`config.mk`:
```
export PLATFORM = sky130hd
export DESIGN_NAME = clk_gen_freq_meter
export DESIGN_NICKNAME = d
export VERILOG_FILES = /design/src/rtl/clk_gen_pkg.sv /design/src/rtl/clk_gen_sync_edge.sv /design/src/rtl/clk_gen_freq_meter.sv
export SDC_FILE = /design/constraint.sdc
export NUM_CORES = 1
export LEC_CHECK = 0
export BUFFER_PORTS_ARGS = -buffer_cell sky130_fd_sc_hd__clkbuf_2
export CAP_MARGIN = 20
export CORE_AREA = 2 2 81 83
export CTS_CLUSTER_DIAMETER = 120
export CTS_CLUSTER_SIZE = 20
export DETAILED_ROUTE_END_ITERATION = 16
export DIE_AREA = 0 0 83 85
export GPL_TIMING_DRIVEN = 0
export SLEW_MARGIN = 20
export SYNTH_ARGS = -nofsm -noshare
export SYNTH_HDL_FRONTEND = slang
export SYNTH_HIERARCHICAL = 1
export SYNTH_SLANG_ARGS = --single-unit
```
`constraint.sdc`:
```
create_clock -name clk_i -period 5.1 [get_ports clk_i]
set_clock_uncertainty 0.1 [all_clocks]
set_input_delay 0.255 -clock clk_i [delete_from_list [all_inputs] [get_ports clk_i]]
set_output_delay 0.255 -clock clk_i [all_outputs]
set_load 0.02 [all_outputs]
```
`src/rtl/clk_gen_pkg.sv`:
```
// -----------------------------------------------------------------------------
// clk_gen_pkg
// Shared types and helpers for the ring-oscillator frequency meter.
//   - meter_state_e : measurement FSM states
//   - DEF_*         : default widths / depths used as parameter defaults
//   - sat_inc       : saturating increment (operands up to 32 bits wide)
// -----------------------------------------------------------------------------
package clk_gen_pkg;

  typedef enum logic [1:0] {
    IDLE   = 2'd0,
    SETTLE = 2'd1,
    COUNT  = 2'd2,
    DONE   = 2'd3
  } meter_state_e;

  localparam int unsigned DEF_CNT_WIDTH     = 16;
  localparam int unsigned DEF_WIN_WIDTH     = 16;
  localparam int unsigned DEF_SYNC_STAGES   = 2;
  localparam int unsigned DEF_SETTLE_CYCLES = 4;

  // Returns val+1, or max_val once val has reached max_val.
  function automatic logic [31:0] sat_inc(input logic [31:0] val,
                                          input logic [31:0] max_val);
    logic [31:0] res;
    if (val >= max_val) begin
      res = max_val;
    end else begin
      res = val + 32'd1;
    end
    return res;
  endfunction

endpackage

```
`src/rtl/clk_gen_sync_edge.sv`:
```
// -----------------------------------------------------------------------------
// clk_gen_sync_edge
// Brings the asynchronous divided oscillator into the core clock domain and
// detects its rising edges.
// Ports:
//   clk_i, reset_i : core clock, synchronous active-high reset
//   osc_i          : asynchronous oscillator input
//   prime_i        : load the history flop with the synced level (no count)
//   en_i           : counting window active; history tracks and rises report
//   synced_o       : synchronized oscillator level
//   rise_o         : one-cycle pulse on a synced 0->1 transition while en_i
// -----------------------------------------------------------------------------
module clk_gen_sync_edge
  import clk_gen_pkg::*;
#(
  parameter int unsigned SYNC_STAGES = DEF_SYNC_STAGES
) (
  input  logic clk_i,
  input  logic reset_i,
  input  logic osc_i,
  input  logic prime_i,
  input  logic en_i,
  output logic synced_o,
  output logic rise_o
);

  logic [SYNC_STAGES-1:0] sync_d, sync_q;
  logic                   hist_d, hist_q;

  // Synchronizer shift and history update; history only moves while priming
  // or counting so that a level present at window start is never an edge.
  always_comb begin
    sync_d = {sync_q[SYNC_STAGES-2:0], osc_i};
    if (prime_i || en_i) begin
      hist_d = sync_q[SYNC_STAGES-1];
    end else begin
      hist_d = hist_q;
    end
  end

  // Synchronizer and history flops.
  always_ff @(posedge clk_i) begin
    if (reset_i) begin
      sync_q <= {SYNC_STAGES{1'b0}};
      hist_q <= 1'b0;
    end else begin
      sync_q <= sync_d;
      hist_q <= hist_d;
    end
  end

  // Level and rise outputs derive only from the synchronized stage.
  always_comb begin
    synced_o = sync_q[SYNC_STAGES-1];
    rise_o   = en_i & sync_q[SYNC_STAGES-1] & ~hist_q;
  end

endmodule

```
`src/rtl/clk_gen_freq_meter.sv`:
```
// -----------------------------------------------------------------------------
// clk_gen_freq_meter
// Counts rising edges of the (divided) ring-oscillator output over a
// programmable window of core cycles and returns the result through a
// valid/yumi handshake.
//
// Optional feature macro: CLK_GEN_FREQ_METER_LIMIT_CHECK_EN
//   When defined, adds lo_i/hi_i limit inputs and the in_range_o flag.
//
// Ports:
//   clk_i, reset_i : core clock, synchronous active-high reset
//   osc_i          : divided oscillator, asynchronous, below clk_i/2
//   start_i        : measurement request (accepted in IDLE only)
//   win_cycles_i   : window length in core cycles, latched at acceptance
//   busy_o         : measurement in SETTLE, COUNT or DONE
//   v_o            : result valid
//   count_o        : rising edges counted (saturating)
//   overflow_o     : count saturated (sticky for this measurement)
//   yumi_i         : consumer takes the result while v_o=1
//   lo_i, hi_i     : (option) inclusive limits for in_range_o
//   in_range_o     : (option) result within limits and not overflowed
// -----------------------------------------------------------------------------
module clk_gen_freq_meter
  import clk_gen_pkg::*;
#(
  parameter int unsigned CNT_WIDTH     = DEF_CNT_WIDTH,
  parameter int unsigned WIN_WIDTH     = DEF_WIN_WIDTH,
  parameter int unsigned SYNC_STAGES   = DEF_SYNC_STAGES,
  parameter int unsigned SETTLE_CYCLES = DEF_SETTLE_CYCLES
) (
  input  logic                 clk_i,
  input  logic                 reset_i,
  input  logic                 osc_i,
  input  logic                 start_i,
  input  logic [WIN_WIDTH-1:0] win_cycles_i,
  output logic                 busy_o,
  output logic                 v_o,
  output logic [CNT_WIDTH-1:0] count_o,
  output logic                 overflow_o,
  input  logic                 yumi_i
`ifdef CLK_GEN_FREQ_METER_LIMIT_CHECK_EN
  ,
  input  logic [CNT_WIDTH-1:0] lo_i,
  input  logic [CNT_WIDTH-1:0] hi_i,
  output logic                 in_range_o
`endif
);

  localparam int unsigned          SET_W       = $clog2(SETTLE_CYCLES + 1);
  localparam logic [SET_W-1:0]     SETTLE_LOAD = SET_W'(SETTLE_CYCLES - 1);
  localparam logic [SET_W-1:0]     SET_ZERO    = {SET_W{1'b0}};
  localparam logic [SET_W-1:0]     SET_ONE     = {{(SET_W-1){1'b0}}, 1'b1};
  localparam logic [WIN_WIDTH-1:0] WIN_ZERO    = {WIN_WIDTH{1'b0}};
  localparam logic [WIN_WIDTH-1:0] WIN_ONE     = {{(WIN_WIDTH-1){1'b0}}, 1'b1};
  localparam logic [CNT_WIDTH-1:0] CNT_ZERO    = {CNT_WIDTH{1'b0}};
  localparam logic [CNT_WIDTH-1:0] CNT_MAX     = {CNT_WIDTH{1'b1}};

  meter_state_e         state_d, state_q;
  logic [SET_W-1:0]     settle_d, settle_q;   // remaining SETTLE cycles - 1
  logic [WIN_WIDTH-1:0] win_d, win_q;         // remaining COUNT cycles
  logic [CNT_WIDTH-1:0] count_d, count_q;
  logic                 ovf_d, ovf_q;
  logic                 busy_d, busy_q;
  logic                 v_d, v_q;
  logic                 prime_s, en_s;
  logic                 synced_s, rise_s;
  logic                 sync_unused_s;

  clk_gen_sync_edge #(
    .SYNC_STAGES(SYNC_STAGES)
  ) u_sync_edge (
    .clk_i   (clk_i),
    .reset_i (reset_i),
    .osc_i   (osc_i),
    .prime_i (prime_s),
    .en_i    (en_s),
    .synced_o(synced_s),
    .rise_o  (rise_s)
  );

  // The synced level is kept as a debug observation point only.
  assign sync_unused_s = synced_s;

  // FSM state register.
  always_ff @(posedge clk_i) begin
    if (reset_i) begin
      state_q <= IDLE;
    end else begin
      state_q <= state_d;
    end
  end

  // FSM next-state logic. A zero window skips COUNT entirely.
  always_comb begin
    state_d = state_q;
    case (state_q)
      IDLE: begin
        if (start_i) begin
          state_d = SETTLE;
        end else begin
          state_d = IDLE;
        end
      end
      SETTLE: begin
        if (settle_q != SET_ZERO) begin
          state_d = SETTLE;
        end else if (win_q == WIN_ZERO) begin
          state_d = DONE;
        end else begin
          state_d = COUNT;
        end
      end
      COUNT: begin
        if (win_q == WIN_ONE) begin
          state_d = DONE;
        end else begin
          state_d = COUNT;
        end
      end
      DONE: begin
        if (yumi_i) begin
          state_d = IDLE;
        end else begin
          state_d = DONE;
        end
      end
      default: begin
        state_d = IDLE;
      end
    endcase
  end

  // FSM output decode: edge-detector control from the current state, and
  // registered handshake outputs from the next state.
  always_comb begin
    prime_s = (state_q == SETTLE);
    en_s    = (state_q == COUNT);
    busy_d  = (state_d != IDLE);
    v_d     = (state_d == DONE);
  end

  // Datapath next values: window/settle timers, saturating count, overflow.
  always_comb begin
    settle_d = settle_q;
    win_d    = win_q;
    count_d  = count_q;
    ovf_d    = ovf_q;
    case (state_q)
      IDLE: begin
        if (start_i) begin
          win_d    = win_cycles_i;
          settle_d = SETTLE_LOAD;
        end else begin
          win_d    = win_q;
          settle_d = settle_q;
        end
      end
      SETTLE: begin
        count_d = CNT_ZERO;
        ovf_d   = 1'b0;
        if (settle_q != SET_ZERO) begin
          settle_d = settle_q - SET_ONE;
        end else begin
          settle_d = settle_q;
        end
      end
      COUNT: begin
        win_d = win_q - WIN_ONE;
        if (rise_s) begin
          // An edge arriving when already saturated marks the overflow.
          if (count_q == CNT_MAX) begin
            ovf_d = 1'b1;
          end else begin
            ovf_d = ovf_q;
          end
          count_d = CNT_WIDTH'(sat_inc(32'(count_q), 32'(CNT_MAX)));
        end else begin
          count_d = count_q;
          ovf_d   = ovf_q;
        end
      end
      DONE: begin
        count_d = count_q;
        ovf_d   = ovf_q;
      end
      default: begin
        count_d = count_q;
        ovf_d   = ovf_q;
      end
    endcase
  end

  // Datapath and output registers.
  always_ff @(posedge clk_i) begin
    if (reset_i) begin
      settle_q <= SET_ZERO;
      win_q    <= WIN_ZERO;
      count_q  <= CNT_ZERO;
      ovf_q    <= 1'b0;
      busy_q   <= 1'b0;
      v_q      <= 1'b0;
    end else begin
      settle_q <= settle_d;
      win_q    <= win_d;
      count_q  <= count_d;
      ovf_q    <= ovf_d;
      busy_q   <= busy_d;
      v_q      <= v_d;
    end
  end

  assign busy_o     = busy_q;
  assign v_o        = v_q;
  assign count_o    = count_q;
  assign overflow_o = ovf_q;

`ifdef CLK_GEN_FREQ_METER_LIMIT_CHECK_EN
  logic in_range_d, in_range_q;

  // Limit compare, evaluated on the value that will be presented in DONE;
  // lo_i/hi_i are expected to be stable before the result becomes valid.
  always_comb begin
    if (state_d == DONE) begin
      in_range_d = (count_d >= lo_i) && (count_d <= hi_i) && !ovf_d;
    end else begin
      in_range_d = 1'b0;
    end
  end

  // In-range flag register.
  always_ff @(posedge clk_i) begin
    if (reset_i) begin
      in_range_q <= 1'b0;
    end else begin
      in_range_q <= in_range_d;
    end
  end

  assign in_range_o = in_range_q;
`endif

endmodule
```
==> impl_metrics.json, run 1 <==
{
  "outcome": "complete, no violations",
  "power_density_nw_per_um2": 284.5,
  "leakage_nw": 1.032,
  "post_cts_resize_count": 0,
  "ys_ff_latch": 43,
  "final_common_cell": "dfxtp_1",
  "grt_pass1_wl_um": 11300,
  "diodes": 0,
  "synthFlopType": "dfxtp_1",
  "cts_buffers": 5,
  "routed_wl_um": 6625,
  "antenna_found_initial": 0,
  "min_from": "osc_i",
  "crit_fanout": 10,
  "clock_sinks": 43,
  "fin_crit_sh_pct": 52.16,
  "htreeDepth": 2,
  "syn-num-nets": 330,
  "maxSlewViolCount": 0,
  "grt_usage_pct": 19.36,
  "clock_path_buffers": 2,
  "clk_pin_slew_ns": 0.08,
  "yosysSeqAreaShare_pct": 35.45,
  "regArea_sq_um": 860.8,
  "cp-end-kind": "register",
  "crit_type": "register to register",
  "die_x_um": 83,
  "route.vias.total": 2491,
  "drtIter0Drc": 123,
  "holdWs_ns": 0.06592,
  "path_cells": "inv_1, ha_1, clkbuf_1, clkbuf_1, clkbuf_1, o31ai_1, a311oi_1",
  "crit_slowest_cell": "clkbuf_1",
  "synthArstFlopShare_pct": 0,
  "pre_cts_ws_ns": 2.476,
  "synth_edf_count": 0,
  "root_buffer": "clkbuf_8",
  "required_ns": 5.20,
  "min_path_cells": 2,
  "dp_cells": 416,
  "ios": 40,
  "rows": 29,
  "areaGrowthSynthToFinish_pct": 16.85,
  "layout-drive-gt1-share_pct": 15.56,
  "routedWlPerCell_um": 15.63,
  "final_cell_mix": "dfxtp_1 (43), clkbuf_2 (39), nand2_1 (25)",
  "drv_cap": 0,
  "min_path_type": "input port to register",
  "die_y_um": 85,
  "reg2reg_from": "state_q[0]",
  "clock_latency_ns": 0.30,
  "cts_setup_buffers": 0,
  "ant_nets": 0,
  "total_power_uw": 807.3,
  "multi_input_area_sq_um": 1439,
  "cts_tree": "done",
  "worst_pin_slew_ns": 0.7571,
  "start_util_pct": 39.14,
  "fmax_ghz": 0.3759,
  "syn_area_sq_um": 2429,
  "post_synth_num_cell_types": 52,
  "cp-start-kind": "register",
  "coreArea_sq_um": 6205,
  "worst_slack_ns": 2.440,
  "drt_first_pass_iters": 4,
  "drt-vias-per-instance": 5.875,
  "rrSetupSlack_ns": 2.44,
  "finalHoldViolCount": 0,
  "hpwl_um": 4854,
  "yosys_warnings": 6,
  "relSlewSlack_pct": 48.08,
  "grt_pass1_vias": 2357,
  "nets": 376,
  "fillers": 652,
  "io_buffers": 39,
  "place.gp.congestion": 0.8304,
  "critPathMaxStageDelay_ns": 0.50,
  "finalNonFillerCells": 424,
  "rsz0062_at_grt": "false",
  "ir_worst_vdd_uv": 104.9,
  "grt_max_degree": 14,
  "avgSynthCellArea_sq_um": 8.095,
  "holdBufCountCts": 0,
  "critical_path.most_common_cell": "clkbuf_1",
  "r2r.worst_path.cells": 7,
  "setup_tns_ns": 0,
  "worstPathArrival_ns": 2.76,
  "grt_overflow_total": 0,
  "setup_violations": 0,
  "syn_inst": 300,
  "drc": 0,
  "dieArea_sq_um": 7055,
  "crit_start": "state_q[0]",
  "period_minus_slack_ns": 2.660
}
==> worst max-delay path: cells and delay by family, from the launching register on <==
kind                       cells  cell delay, ns
DFF                            1            0.34
buffers and inverters          4            1.36
adders and majority gates      1            0.32
AOI/OAI and AO/OA              2            0.43
==> power breakdown <==
| group | total, mW | internal, mW | switching, mW |
|---|---|---|---|
| sequential | 0.371 | 0.354 | 0.0170 |
| combinational | 0.157 | 0.0620 | 0.0951 |
| clock | 0.280 | 0.159 | 0.121 |
==> cell usage after synthesis, drive strengths merged, types with 2 or more instances <==
cell type	count	area, sq um
a211oi	12	90.09
a21o	2	15.01
a21oi	24	120.1
a22oi	6	45.04
a2bb2oi	2	17.52
a311oi	4	35.03
a31oi	7	43.79
a41oi	2	17.52
and3	2	12.51
and3b	2	17.52
clkbuf	18	67.56
dfxtp	43	860.8
ha	9	112.6
inv	15	56.30
mux2i	6	60.06
nand2	25	93.84
nand2b	2	12.51
nand3	7	35.03
nand4	3	18.77
nor2	19	71.32
nor2b	6	37.54
nor3	6	30.03
nor4	10	62.56
o2111ai	2	17.52
o211ai	3	22.52
o21ai	19	95.09
o22ai	2	12.51
o2bb2ai	2	17.52
o311ai	2	17.52
o31ai	2	15.01
o32ai	6	52.55
or2	2	12.51
or3	4	25.02
or3b	2	17.52
or4	7	56.30
==> layout make-up <==
| class | count | area share [%] |
|---|---|---|
| multi-input cells | 223 | 50.71 |
| plain buffers | 19 | 2.557 |
| flip-flops and latches | 43 | 30.34 |
| clock buffers | 6 | 2.910 |
| clock inverters | 2 | 1.235 |
| repair buffers | 39 | 6.878 |
| inverters | 15 | 1.984 |
| well taps | 77 | 3.395 |
==> worst paths after layout <==
path                                 to
hold / removal    u_sync_edge/sync_q[0]
setup / recovery              win_q[12]
setup reg to reg              win_q[12]
hold reg to reg   u_sync_edge/sync_q[1]
==> logic make-up after synthesis <==
kind of cell / after synthesis / synth area share (%)
AOI/OAI and AO/OA: 106 / 29.57
adders and majority gates: 9 / 4.637
buffers and inverters: 34 / 5.306
DFF: 43 / 35.45
muxes: 7 / 2.937
and+or+nand+nor: 101 / 22.10
==> metrics by stage <==
stage,instance area (sq um),util [%]
6_report,2838,45.74
5_1_grt,2838,45.74
4_1_cts,2838,45.74
3_5_place_dp,2720,43.84
3_3_place_gp,2720,43.84
2_1_floorplan,2429,-
==> registers in the layout, summed over array words and instances, names as in the netlist <==
| name | cells |
|---|---|
| busy_o | 1 |
| count_o | 16 |
| v_o | 1 |
| state_q | 2 |
| settle_q | 3 |
| win_q | 16 |
| u_sync_edge/sync_q | 2 |
| u_sync_edge/hist_q | 1 |
| overflow_o | 1 |
==> routing by layer <==
metal	track usage, %	wire length [um]	vias up
met5	0	0	-
met4	4.918	58	0
met3	3.696	235	6
met2	33.21	3232	48
met1	25.12	3098	1196
li1	-	-	1241
No activity file was read; power rests on OpenSTA's default activity.
==> run 2: changes to the inputs <==
==> constraint.sdc (replaced) <==
create_clock -name clk_i -period 2.35 [get_ports clk_i]
set_clock_uncertainty 0.1 [all_clocks]
set_input_delay 0.1175 -clock clk_i [delete_from_list [all_inputs] [get_ports clk_i]]
set_output_delay 0.1175 -clock clk_i [all_outputs]
set_load 0.02 [all_outputs]
==> run 2 against run 1 <==
Compared with the run above: worst setup slack got worse by 2.3 ns; hold slack worse by 0.054 ns; non-clock buffer count up 3; wire length grew 1.0%; clock-buffer cell count did not move; total power is 120% higher; maximum frequency grew 21%; cell area grew 3.6%; sequential share of layout area fell by 1.1 points; core utilization increased by 1.7 points.
==> impl_metrics.json, run 2 (synthesis gave the netlist of run 1 again) <==
{
  "outcome": "complete, no violations",
  "ios": 40,
  "antenna_found_initial": 0,
  "htreeDepth": 2,
  "start_util_pct": 39.14,
  "grt_usage_pct": 19.64,
  "hold_end": "win_q[14]",
  "routedWlPerCell_um": 15.67,
  "drv_cap": 0,
  "rsz0062_at_grt": "false",
  "grt_overflow_total": 0,
  "clk_pin_slew_ns": 0.08,
  "rows": 29,
  "finalHoldViolCount": 0,
  "finalNonFillerCells": 427,
  "min_from": "win_cycles_i[14]",
  "total_power_mw": 1.768,
  "grt_pass1_wl_um": 11440,
  "dieArea_sq_um": 7055,
  "drtIter0Drc": 117,
  "fmax_ghz": 0.4552,
  "die_y_um": 85,
  "io_buffers": 39,
  "coreArea_sq_um": 6205,
  "clock_path_buffers": 2,
  "min_path_cells": 3,
  "cp-start-kind": "register",
  "dp_cells": 416,
  "clock_latency_ns": 0.30,
  "reg2reg_to": "win_q[14]",
  "relSlewSlack_pct": 57.66,
  "cp-end-kind": "register",
  "crit_fanout": 5,
  "drc": 0,
  "grt_pass1_vias": 2383,
  "final_cell_mix": "clkbuf_2 (46), dfxtp_1 (43), nand2_1 (25)",
  "fin_crit_sh_pct": 93.48,
  "worst_pin_slew_ns": 0.6228,
  "clock_sinks": 43,
  "maxSlewViolCount": 0,
  "worstPathArrival_ns": 2.32,
  "holdWs_ns": 0.01164,
  "drt-vias-per-instance": 5.834,
  "nets": 379,
  "period_minus_slack_ns": 2.197,
  "layout-drive-gt1-share_pct": 20.00,
  "hpwl_um": 4854,
  "final_common_cell": "clkbuf_2",
  "areaGrowthSynthToFinish_pct": 21.07,
  "place.gp.congestion": 0.8304,
  "power_density_nw_per_um2": 601.3,
  "routed_wl_um": 6693,
  "grt_max_degree": 14,
  "ant_nets": 0,
  "diodes": 0,
  "rrSetupSlack_ns": 0.15,
  "cts_buffers": 5,
  "cts_tree": "done",
  "ir_worst_vdd_uv": 229.4,
  "route.vias.total": 2491,
  "required_ns": 2.47,
  "drt_first_pass_iters": 4,
  "reg2reg_from": "win_q[4]",
  "min_path_type": "input port to register",
  "r2r.worst_path.cells": 4,
  "setup_violations": 0,
  "crit_type": "register to register",
  "utilization_pct": 47.39,
  "leakage_nw": 1.105,
  "die_x_um": 83,
  "cts_setup_buffers": 0,
  "root_buffer": "clkbuf_8"
}
## run 2: worst max-delay path: stages, from the launching register on
cell and delay (ns):
dfxtp_1 0.34, or4_1 0.56, or4_1 0.50, or4_1 0.47
a31oi_1 0.15
## run 2: how the worst max path moves through the flow
stage	start	end	slack, ns	depth (start not counted)
after floorplan	win_q[8]	win_q[14]	0.26	4
final	win_q[4]	win_q[14]	0.15	4
after global placement	state_q[0]	count_o[12]	-0.25	7
after CTS	state_q[0]	win_q[11]	0.004	7
after detailed placement	state_q[0]	win_q[12]	-0.27	7
after global routing	state_q[1]	settle_q[2]	0.01	7
## run 2: layer usage
metal	global-route usage (%)	wire (um)	vias up
met3	3.696	262	6
met1	25.24	3091	1188
li1	-	-	1243
met2	34.16	3280	54
met5	0	0	-
met4	4.769	58	0
## run 2: repair_timing
item                                    in CTS  in global routing
pin swaps                                    0                  0
endpoints found under the hold margin        4                  0
resized for setup                            6                 17
endpoints found under the setup margin      18                 30
hold buffers                                 4                  0
## run 2: per-stage QoR
stage | worst slack (ns) | cell area (sq um) | setup TNS (ns)
finish | 0.1533 | 2940 | 0
global route | 0.01280 | 2940 | 0
CTS | 0.004323 | 2893 | 0
detailed placement | -0.2738 | 2720 | -2.832
global placement | -0.2464 | 2720 | -2.393
floorplan | 0.2623 | 2429 | 0
## run 2: power breakdown
part | leakage (nW) | total (mW) | switching [mW] | internal [mW]
sequential | 0.351 | 0.803 | 0.0361 | 0.767
clock | 0.0612 | 0.607 | 0.263 | 0.344
combinational | 0.693 | 0.357 | 0.213 | 0.145
## run 2: cell type report
cell class	instances	area [sq um]
Fill cell	640	3264
Multi-Input combinational cell	223	1495
Sequential cell	43	860.8
Timing Repair Buffer	43	235.2
Tap cell	77	96.34
Clock buffer	6	82.58
Buffer	18	78.83
Inverter	15	56.30
Clock inverter	2	35.03
